[src/rtl/temp_trace_plotter_pkg.sv]
// Shared constants, FSM encoding and helper functions for the temperature trace plotter.
package temp_trace_plotter_pkg;

    localparam int N_SAMPLES   = 20;
    localparam int Y_LEVELS    = 300;
    localparam int X_W         = 5;
    localparam int Y_W         = 9;
    localparam int C_W         = 5;
    localparam int HV_W        = 11;
    localparam int COMMIT_LINE = 485;

    typedef enum logic {
        IDLE = 1'b0,
        COPY = 1'b1
    } copy_state_t;

    function automatic logic [Y_W-1:0] clamp_level(input logic [Y_W-1:0] d);
        logic [Y_W-1:0] r;
        if (d >= Y_W'(Y_LEVELS)) begin
            r = Y_W'(Y_LEVELS - 1);
        end else begin
            r = d;
        end
        return r;
    endfunction

    // (wr_ptr - count + k) mod N, kept non-negative by biasing with N first
    function automatic logic [X_W-1:0] ring_index(input logic [X_W-1:0] ptr,
                                                  input logic [C_W-1:0] cnt,
                                                  input logic [X_W-1:0] k);
        logic [5:0] sum;
        sum = 6'(ptr) + 6'(N_SAMPLES) - 6'(cnt) + 6'(k);
        if (sum >= 6'(2 * N_SAMPLES)) begin
            sum = sum - 6'(2 * N_SAMPLES);
        end else if (sum >= 6'(N_SAMPLES)) begin
            sum = sum - 6'(N_SAMPLES);
        end else begin
            sum = sum;
        end
        return sum[X_W-1:0];
    endfunction

endpackage

[src/rtl/temp_trace_plotter_sample_ring_buffer.sv]
// Ring of the last N_SAMPLES clamped temperature samples with write pointer,
// saturating fill count, sticky clamp flag and an asynchronous read port.
module sample_ring_buffer
    import temp_trace_plotter_pkg::*;
(
    input  logic             clk,
    input  logic             rst_n,
    input  logic             wr_en,
    input  logic [Y_W-1:0]   wr_data,
    input  logic [X_W-1:0]   rd_idx,
    output logic [Y_W-1:0]   rd_data,
    output logic [X_W-1:0]   wr_ptr,
    output logic [C_W-1:0]   count,
    output logic             clamp_flag
);

    logic [Y_W-1:0] ring_r [N_SAMPLES];
    logic [X_W-1:0] wr_ptr_r;
    logic [C_W-1:0] count_r;
    logic           clamp_flag_r;

    // Pointer, fill count and sticky clamp flag
    always_ff @(posedge clk) begin
        if (!rst_n) begin
            wr_ptr_r     <= {X_W{1'b0}};
            count_r      <= {C_W{1'b0}};
            clamp_flag_r <= 1'b0;
        end else if (wr_en) begin
            wr_ptr_r     <= (wr_ptr_r == X_W'(N_SAMPLES - 1)) ? {X_W{1'b0}} : wr_ptr_r + 5'd1;
            count_r      <= (count_r == C_W'(N_SAMPLES)) ? count_r : count_r + 5'd1;
            clamp_flag_r <= clamp_flag_r | (wr_data >= Y_W'(Y_LEVELS));
        end else begin
            wr_ptr_r     <= wr_ptr_r;
            count_r      <= count_r;
            clamp_flag_r <= clamp_flag_r;
        end
    end

    // Sample storage; contents are only meaningful through the valid bits downstream
    always_ff @(posedge clk) begin
        if (wr_en) begin
            ring_r[wr_ptr_r] <= clamp_level(wr_data);
        end
    end

    assign rd_data    = ring_r[rd_idx];
    assign wr_ptr     = wr_ptr_r;
    assign count      = count_r;
    assign clamp_flag = clamp_flag_r;

endmodule

[src/rtl/temp_trace_plotter.sv]
// Temperature trace plotter: sample ring, once-per-frame copy into a tear-free
// display buffer, and a registered per-pixel trace decision.
module temp_trace_plotter
    import temp_trace_plotter_pkg::*;
#(
    parameter int FILL_MODE = 0
) (
    input  logic             clk,
    input  logic             rst_n,
    input  logic             sample_valid,
    input  logic [8:0]       sample_data,
    output logic             sample_ready,
    input  logic [10:0]      hc,
    input  logic [10:0]      vc,
    input  logic             in_grid,
    input  logic [4:0]       matrix_x,
    input  logic [8:0]       matrix_y,
    output logic             pixel_on,
    output logic [4:0]       sample_count,
    output logic             clamp_flag
);

    copy_state_t          state_r, state_nxt_s;
    logic [X_W-1:0]       k_r;
    logic                 rst_done_r;
    logic                 commit_trig_s, copy_en_s, last_k_s, wr_en_s;
    logic [X_W-1:0]       rd_idx_s, wr_ptr_s;
    logic [Y_W-1:0]       rd_data_s;
    logic [C_W-1:0]       count_s;
    logic [Y_W-1:0]       disp_r [N_SAMPLES];
    logic [N_SAMPLES-1:0] disp_valid_r;
    logic                 x_ok_s, y_ok_s, hit_s, pixel_nxt_s, pixel_on_r;
    logic [X_W-1:0]       x_idx_s;
    logic [Y_W-1:0]       level_s;

    assign commit_trig_s = (hc == 11'd0) && (vc == HV_W'(COMMIT_LINE));
    // Ready is held low for the first cycle after reset release as well
    assign sample_ready  = rst_done_r && (state_r == IDLE) && !commit_trig_s;
    assign wr_en_s       = sample_valid && sample_ready;
    assign rd_idx_s      = ring_index(wr_ptr_s, count_s, k_r);

    sample_ring_buffer u_ring (
        .clk        (clk),
        .rst_n      (rst_n),
        .wr_en      (wr_en_s),
        .wr_data    (sample_data),
        .rd_idx     (rd_idx_s),
        .rd_data    (rd_data_s),
        .wr_ptr     (wr_ptr_s),
        .count      (count_s),
        .clamp_flag (clamp_flag)
    );

    // FSM state register, copy index and post-reset ready gate
    always_ff @(posedge clk) begin
        if (!rst_n) begin
            state_r    <= IDLE;
            k_r        <= {X_W{1'b0}};
            rst_done_r <= 1'b0;
        end else begin
            state_r    <= state_nxt_s;
            k_r        <= (state_r == IDLE) ? {X_W{1'b0}} : k_r + 5'd1;
            rst_done_r <= 1'b1;
        end
    end

    // Next-state logic
    always_comb begin
        state_nxt_s = state_r;
        case (state_r)
            IDLE:    state_nxt_s = commit_trig_s ? COPY : IDLE;
            COPY:    state_nxt_s = last_k_s ? IDLE : COPY;
            default: state_nxt_s = IDLE;
        endcase
    end

    // FSM outputs
    always_comb begin
        copy_en_s = (state_r == COPY);
        last_k_s  = copy_en_s && (k_r == X_W'(N_SAMPLES - 1));
    end

    // Display valid bits: cleared by reset so an aborted copy shows nothing
    always_ff @(posedge clk) begin
        if (!rst_n) begin
            disp_valid_r <= {N_SAMPLES{1'b0}};
        end else if (copy_en_s) begin
            disp_valid_r[k_r] <= (C_W'(k_r) < count_s);
        end else begin
            disp_valid_r <= disp_valid_r;
        end
    end

    // Display sample values, oldest at column 0
    always_ff @(posedge clk) begin
        if (copy_en_s) begin
            disp_r[k_r] <= rd_data_s;
        end
    end

    // Pixel hit decision; out-of-range indices are forced dark
    always_comb begin
        x_ok_s  = (matrix_x < X_W'(N_SAMPLES));
        y_ok_s  = (matrix_y < Y_W'(Y_LEVELS));
        x_idx_s = x_ok_s ? matrix_x : {X_W{1'b0}};
        if (y_ok_s) begin
            level_s = Y_W'(Y_LEVELS - 1) - matrix_y;
        end else begin
            level_s = {Y_W{1'b0}};
        end
        if (FILL_MODE == 1) begin
            hit_s = (disp_r[x_idx_s] >= level_s);
        end else begin
            hit_s = (disp_r[x_idx_s] == level_s);
        end
        pixel_nxt_s = in_grid && x_ok_s && y_ok_s && disp_valid_r[x_idx_s] && hit_s;
    end

    // Registered pixel output
    always_ff @(posedge clk) begin
        if (!rst_n) begin
            pixel_on_r <= 1'b0;
        end else begin
            pixel_on_r <= pixel_nxt_s;
        end
    end

    assign pixel_on     = pixel_on_r;
    assign sample_count = count_s;

endmodule

[config.mk]
export PLATFORM = sky130hd
export DESIGN_NAME = temp_trace_plotter
export DESIGN_NICKNAME = d
export VERILOG_FILES = /design/src/rtl/temp_trace_plotter_pkg.sv /design/src/rtl/temp_trace_plotter_sample_ring_buffer.sv /design/src/rtl/temp_trace_plotter.sv
export SDC_FILE = /design/constraint.sdc
export NUM_CORES = 1
export LEC_CHECK = 0
export ABC_CLOCK_PERIOD_IN_PS = 6850
export CAP_MARGIN = 20
export CORE_MARGIN = 5
export CORE_UTILIZATION = 37
export DETAILED_ROUTE_END_ITERATION = 8
export SYNTH_ARGS = -nofsm -noshare
export SYNTH_HDL_FRONTEND = slang
export SYNTH_SLANG_ARGS = --single-unit
[constraint.sdc]
create_clock -name clk -period 6.85 [get_ports clk]
set_input_delay 0.685 -clock clk [delete_from_list [all_inputs] [get_ports clk]]
set_output_delay 0.685 -clock clk [all_outputs]
set_load 0.02 [all_outputs]
=== Yosys cells after proc, flatten, opt, wreduce, memory -nomap -nowiden ===
Memories as Yosys holds them, arrays and structs flattened.
Index checks and enable logic that the tools add are counted.

* Flip-flop bits (word level): 39
* Bits in latches: 0
* Bits in writable memories: 360
* ROM bits: 0
* Memories: 2

* $add $sub $neg: 9
* Multipliers: 0
* Div/mod/pow operators: 0
* Magnitude comparators: 9
* Eq/ne operators: 5
* Shifts and indexed selects: 0
* Muxes and demuxes: 20
* Bitwise operators: 3
* Reductions and logical operators: 14

{| class="wikitable"
|+ Memory list
! memory !! words !! width !! rd ports !! clocked after memory_dff !! write ports !! RTL line !! source
|-
| disp_r || 20 || 9 || 1 || 0 || 1 || temp_trace_plotter.sv:30 || <nowiki>logic [Y_W-1:0] disp_r [N_SAMPLES];</nowiki>
|-
| u_ring.ring_r || 20 || 9 || 1 || 0 || 1 || temp_trace_plotter_sample_ring_buffer.sv:17 || <nowiki>logic [Y_W-1:0] ring_r [N_SAMPLES];</nowiki>
|}

{| class="wikitable"
|+ Operators with widths
! cell !! count
|-
| two-way mux 9 bit || 3
|-
| bitwise mux 20 bit || 1
|-
| two-way mux 5 bit || 4
|-
| adder 5 x 1 -> 5 bit, second input constant || 3
|-
| equality test 5 bit, second input constant || 3
|-
| < comparator 5 x 6 -> 1 bit, second input constant || 2
|-
| equality test 11 x 9 -> 1 bit, second input constant || 1
|-
| zero test 11 bit || 1
|-
| logical AND 1 bit || 10
|-
| equality test 9 bit || 1
|-
| greater-or-equal comparator 9 bit, second input constant || 1
|-
| < comparator 9 bit, second input constant || 1
|-
| two-way mux 1 bit || 9
|-
| subtractor 9 bit, first input constant || 1
|-
| adder 5 x 5 -> 6 bit, second input constant || 1
|-
| adder 6 x 5 -> 6 bit || 1
|-
| greater-or-equal comparator 6 x 5 -> 1 bit, second input constant || 1
|-
| greater-or-equal comparator 6 bit, second input constant || 1
|-
| subtractor 6 x 5 -> 6 bit || 1
|-
| binary-select mux 1 bit (select 5 bit) || 1
|-
| demux 1 bit (select 5 bit) || 1
|-
| greater-or-equal comparator 5 x 1 -> 1 bit, second input constant || 1
|-
| < comparator 5 bit || 1
|-
| < comparator 5 bit, second input constant || 1
|-
| 7 further kinds || 9
|}

=== Longest topological paths before layout ===
* Depth after elaboration: 7
* Mapped depth: 17
* Mapped depth without buffers: 16

=== Modules after synthesis ===
A second synthesis with hierarchy kept.

* Cell total of the unflattened synthesis: 1153
* Area, all modules: 17299.1 µm²

{| class="wikitable"
|+ By module, submodules not included
! module !! instances !! cells an instance !! area each (µm²) !! sequential area each (µm²)
|-
| temp_trace_plotter || 1 || 732 || 9574.2 || 5965.7
|-
| sample_ring_buffer || 1 || 421 || 7724.9 || 5625.4
|}

=== Least setup slack after synthesis ===
No wires, ideal clock.

* Path type: register to register
* Start: register u_ring.count_r[2] (netlist: u_ring.count[2])
* End: memory disp_r[0][7], data pin
* Setup time: 0.380 ns
* Data arrival time: 4.633 ns
* Data required time: 6.470 ns
* Slack: 1.837 ns
* Cell stages (with the launch flop): 17
* Path buffers: 1
* Clock period less this slack: 5.013 ns
* Path through: dfxtp_1 inv_1 ha_1 inv_1 fa_1 fa_1 xor2_1 inv_1 ha_1 nand2_1 nand2_1 nor4b_1 nor4b_1 buf_2 nor2_1 mux2_2 a221oi_1

* Longest elaborated chain between the ends: 6
* Elaborated cells on any way between the ends: 9
* Those cells by class: 4 x add/sub; 2 x order compare; 2 x mux; 1 x memory

{| class="wikitable"
|+ Ends and longest elaborated chain
! item !! RTL line !! source
|-
| start: declaration || temp_trace_plotter_sample_ring_buffer.sv:19 || <nowiki>logic [C_W-1:0] count_r;</nowiki>
|-
| start signal: assignment || temp_trace_plotter_sample_ring_buffer.sv:26 || <nowiki>count_r <= {C_W{1'b0}};</nowiki>
|-
| start signal: assignment || temp_trace_plotter_sample_ring_buffer.sv:30 || <nowiki>count_r <= (count_r == C_W'(N_SAMPLES)) ? count_r : count_r + 5'd1;</nowiki>
|-
| start signal: assignment || temp_trace_plotter_sample_ring_buffer.sv:34 || <nowiki>count_r <= count_r;</nowiki>
|-
| subtractor 6 x 5 -> 6 bit * || temp_trace_plotter_pkg.sv:32 || <nowiki>sum = 6'(ptr) + 6'(N_SAMPLES) - 6'(cnt) + 6'(k);</nowiki>
|-
| adder 6 x 5 -> 6 bit * || temp_trace_plotter_pkg.sv:32 ||
|-
| subtractor 5 bit / greater-or-equal comparator 6 x 5 -> 1 bit (equally long branches) || temp_trace_plotter_pkg.sv:36, temp_trace_plotter_pkg.sv:35 ||
|-
| two-way mux 5 bit || temp_trace_plotter_pkg.sv:35 || <nowiki>end else if (sum >= 6'(N_SAMPLES)) begin</nowiki>
|-
| two-way mux 5 bit * || temp_trace_plotter_pkg.sv:33 || <nowiki>if (sum >= 6'(2 * N_SAMPLES)) begin</nowiki>
|-
| memory read (20 x 9 bit) * || - ||
|-
| via rd_data_s[7] || temp_trace_plotter.sv:28 || <nowiki>logic [Y_W-1:0] rd_data_s;</nowiki>
|-
| end: declaration || temp_trace_plotter.sv:30 ||
|}

Mark *: on every way through the listed nets, which the timed path passes. The rest lies on a longest branch.

=== Final worst setup path ===
* Start: register k_r[1]
* End: memory disp_r[6][1], data pin

* Longest elaborated chain between the ends: 5
* Elaborated cells on any way between the ends: 8
* Those cells by class: 3 x add/sub; 2 x order compare; 2 x mux; 1 x memory

{| class="wikitable"
|+ Ends and longest elaborated chain
! item !! RTL line !! source
|-
| start: declaration || temp_trace_plotter.sv:24 || <nowiki>logic [X_W-1:0] k_r;</nowiki>
|-
| start signal: assignment || temp_trace_plotter.sv:58 || <nowiki>k_r <= {X_W{1'b0}};</nowiki>
|-
| start signal: assignment || temp_trace_plotter.sv:62 || <nowiki>k_r <= (state_r == IDLE) ? {X_W{1'b0}} : k_r + 5'd1;</nowiki>
|-
| adder 6 x 5 -> 6 bit * || temp_trace_plotter_pkg.sv:32 ||
|-
| subtractor 5 bit / greater-or-equal comparator 6 x 5 -> 1 bit (equally long branches) || temp_trace_plotter_pkg.sv:36, temp_trace_plotter_pkg.sv:35 ||
|-
| two-way mux 5 bit || temp_trace_plotter_pkg.sv:35 ||
|-
| two-way mux 5 bit * || temp_trace_plotter_pkg.sv:33 ||
|-
| memory read (20 x 9 bit) * || - ||
|-
| via rd_data_s[1] || temp_trace_plotter.sv:28 ||
|}

Marks and branches as above.

==> flow_summary.toml <==
[run_status]
status = "finished clean"

[die]
die_x_microns = 226.5
start_util = 0.3734
ios = 57
die_area_sq_um = 51320
coreArea_sq_um = 46460
die_h_microns = 226.5
rows = 79

[drt]
drc = 0
drt-initial-drc-count = 847
vias = 10141
totalWireLength_mm = 43.08
firstDrtPassIters = 5
viasPerCell = 5.452
ant_nets = 0
routedWlPerCell_microns = 23.16

[critical_path]
worstPathRequired_ns = 7.14
critPathTopFamily = "adder cells"
r2r-start = "k_r[1]"
crit_type = "register to register"
startpoint_type = "register"
worstSetupEndpointType = "register"
arrival_ns = 5.55
slowest_stage = "nor2b_1"
crit_top_cell = "inv_1"
cp_max_fo = 13
cp_slowest_stage_delay_ns = 0.78
path_buf_inv = 4
startpoint = "k_r[1]"
path_cells = "inv_1, fa_1, inv_1, ha_1, ha_2, fa_1, xor2_1, inv_1, ha_1, o211ai_1, nor2b_1, a221oi_2, buf_4"

[logic_synthesis]
synth_cell_types = 74
synth_flop_cell = "edfxtp_1"
ys_async_sr_fraction = 0
yosysWarnings = 0
yosysSeqAreaShare = 0.6681
syn-cell-area_sq_um = 17350
ys_ff_latch = 399
synthTopCellsByCount = "360 x edfxtp_1, 86 x nor2_1, 71 x nand2_1"
synthesis.nets = 1235
yosysTopAreaCellShare = 0.6231
yosys.cell_count.top_type = "edfxtp_1"
synth_edf_count = 360
ys_top_cells_by_area = "edfxtp_1 62%, mux4_2 6.8%, dfxtp_1 4.5%, mux2i_1 2.9%, ha_1 2.0%"
synthCells = 1153
yosysTopAreaCell = "edfxtp_1"
avgSynthCellArea_sq_um = 15.05

[placement]
dp_hpwl_mm = 27.30
dp_cells = 1781
place_congestion = 0.8135
portBuffers = 56

[clocking]
path_clk_slew_ns = 0.06
cts_setup_buffers = 0
root_buffer = "clkbuf_16"
clock_latency_ns = 0.55
cts_made_buffers = 42
htreeDepth = 2
cts.sinks = 399
ctsResizeCount = 0
cts_buffer_depth = 3
cts_tree = "built"
holdBufCountCts = 0

[timing]
rsz0062_at_grt = "no"
finalCriticalPeriod_ns = 5.259
hold_violations = 0
fmax_mhz = 190.2
max_slew_margin = 0.2112
timing.setup.tns_ns = 0
hold_ws_ns = 0.4692
finalCritPeriodShare = 0.7677
timing.final.max_slew_violations = 0
skew_ns = 0.01604
setup_viol = 0
worstMarginPinSlew_ns = 1.183

[grt]
antenna_found_initial = 0
track_usage = 0.1670
grt_pass1_vias = 10125
use_met3 = 0.02719
grt_max_degree = 50
grtUsageMet1 = 0.2357
grt.busiest_layer = "met2"
grt_pass1_wl_mm = 64.96
grt-ovfl-total = 0
met2_usage = 0.2713

[finish]
finalNonFillerCells = 1860
diodes = 0
drive_above_1_share = 0.1556
nets = 1304
syn2layout_area_growth_pct = 14.91

[min_path]
hold_start = "u_ring.clamp_flag"
hp-class = "register to register"

[power]
ir_drop_uv = 206.4
power_density_nw_per_um2 = 288.0
leakage_nw = 6.459

[run]
drv_cap = 0
==> through the flow <==
step	setup WS [ns]	util	cell area, sq um	total power [mW]
2_1_floorplan	1.837	-	17350	3.376
3_3_place_gp	1.582	0.4010	18630	3.637
3_5_place_dp	1.320	0.4010	18630	3.656
4_1_cts	1.286	0.4285	19910	5.770
5_1_grt	1.130	0.4291	19940	5.943
6_report	1.591	0.4291	19940	5.742
==> routing by layer <==
layer,up-vias,part of all wire
met4,0,0.025
met2,326,0.47
met3,82,0.060
met5,-,0
met1,5110,0.45
li1,4623,-
==> cells by family after synthesis <==
kind of cell / Yosys count / synth area share
flip-flops: 399 / 0.6681
AND/OR/NAND/NOR: 277 / 0.07753
AO/OA/AOI/OAI: 214 / 0.08424
multiplexers: 121 / 0.1089
buffers and inverters: 88 / 0.02466
adder cells (fa/ha/maj): 33 / 0.02596
XOR/XNOR: 21 / 0.01060
==> power by group <==
group          internal (mW)  switching (mW)
combinational          0.276           0.494
sequential              2.85         0.00374
clock                   1.21           0.914
total                   4.33            1.41
==> worst register-to-register path, cell delays in order (launching register included) <==
cell and delay (ns):
dfxtp_1 0.42, inv_1 0.14, fa_1 0.53, inv_1 0.04, ha_1 0.29, ha_2 0.20
fa_1 0.40, xor2_1 0.38, inv_1 0.17, ha_1 0.25, o211ai_1 0.77, nor2b_1 0.79
a221oi_2 0.34, buf_4 0.28
==> state kept, by name (all words and copies together) (netlist names) <==
signal,cells
u_ring.wr_ptr,5
pixel_on,1
u_ring.clamp_flag,1
rst_done_r,1
disp_r,180
u_ring.ring_r,180
disp_valid_r,20
copy_en_s,1
u_ring.count,5
k_r,5
==> worst paths after layout <==
| kind | to | slack, ns | cells after the start |
|---|---|---|---|
| hold / removal | u_ring.clamp_flag | 0.47 | 1 |
| setup / recovery | disp_r[6][1] | 1.59 | 13 |
| setup reg to reg | disp_r[6][1] | 1.59 | 13 |
| hold reg to reg | u_ring.clamp_flag | 0.47 | 1 |
==> cell type report <==
class	count	area, sq um
sequential	399	11590
inverter	28	105.1
clock inverter	20	102.6
tap	607	759.5
timing repair buffer	85	770.7
multi-input combinational	666	5433
fill	4186	26520
clock buffer	55	1174
==> cell usage in the layout (no fill, tap or decap), types with 12 or more instances in the layout <==
master           count
a21boi_0            22
clkdlybuf4s50_1     54
nor2b_1             18
a21oi_1             40
mux4_2              52
nor2_1              76
ha_1                26
nand2_1             71
nand2b_1            12
clkbuf_16           45
xnor2_1             16
buf_4               30
o21ai_0             46
mux2i_1             50
nand3_1             20
inv_1               25
mux2_2              18
edfxtp_1           360
and2_1              14
dfxtp_1             39
No activity file was read; power rests on OpenSTA's default activity.
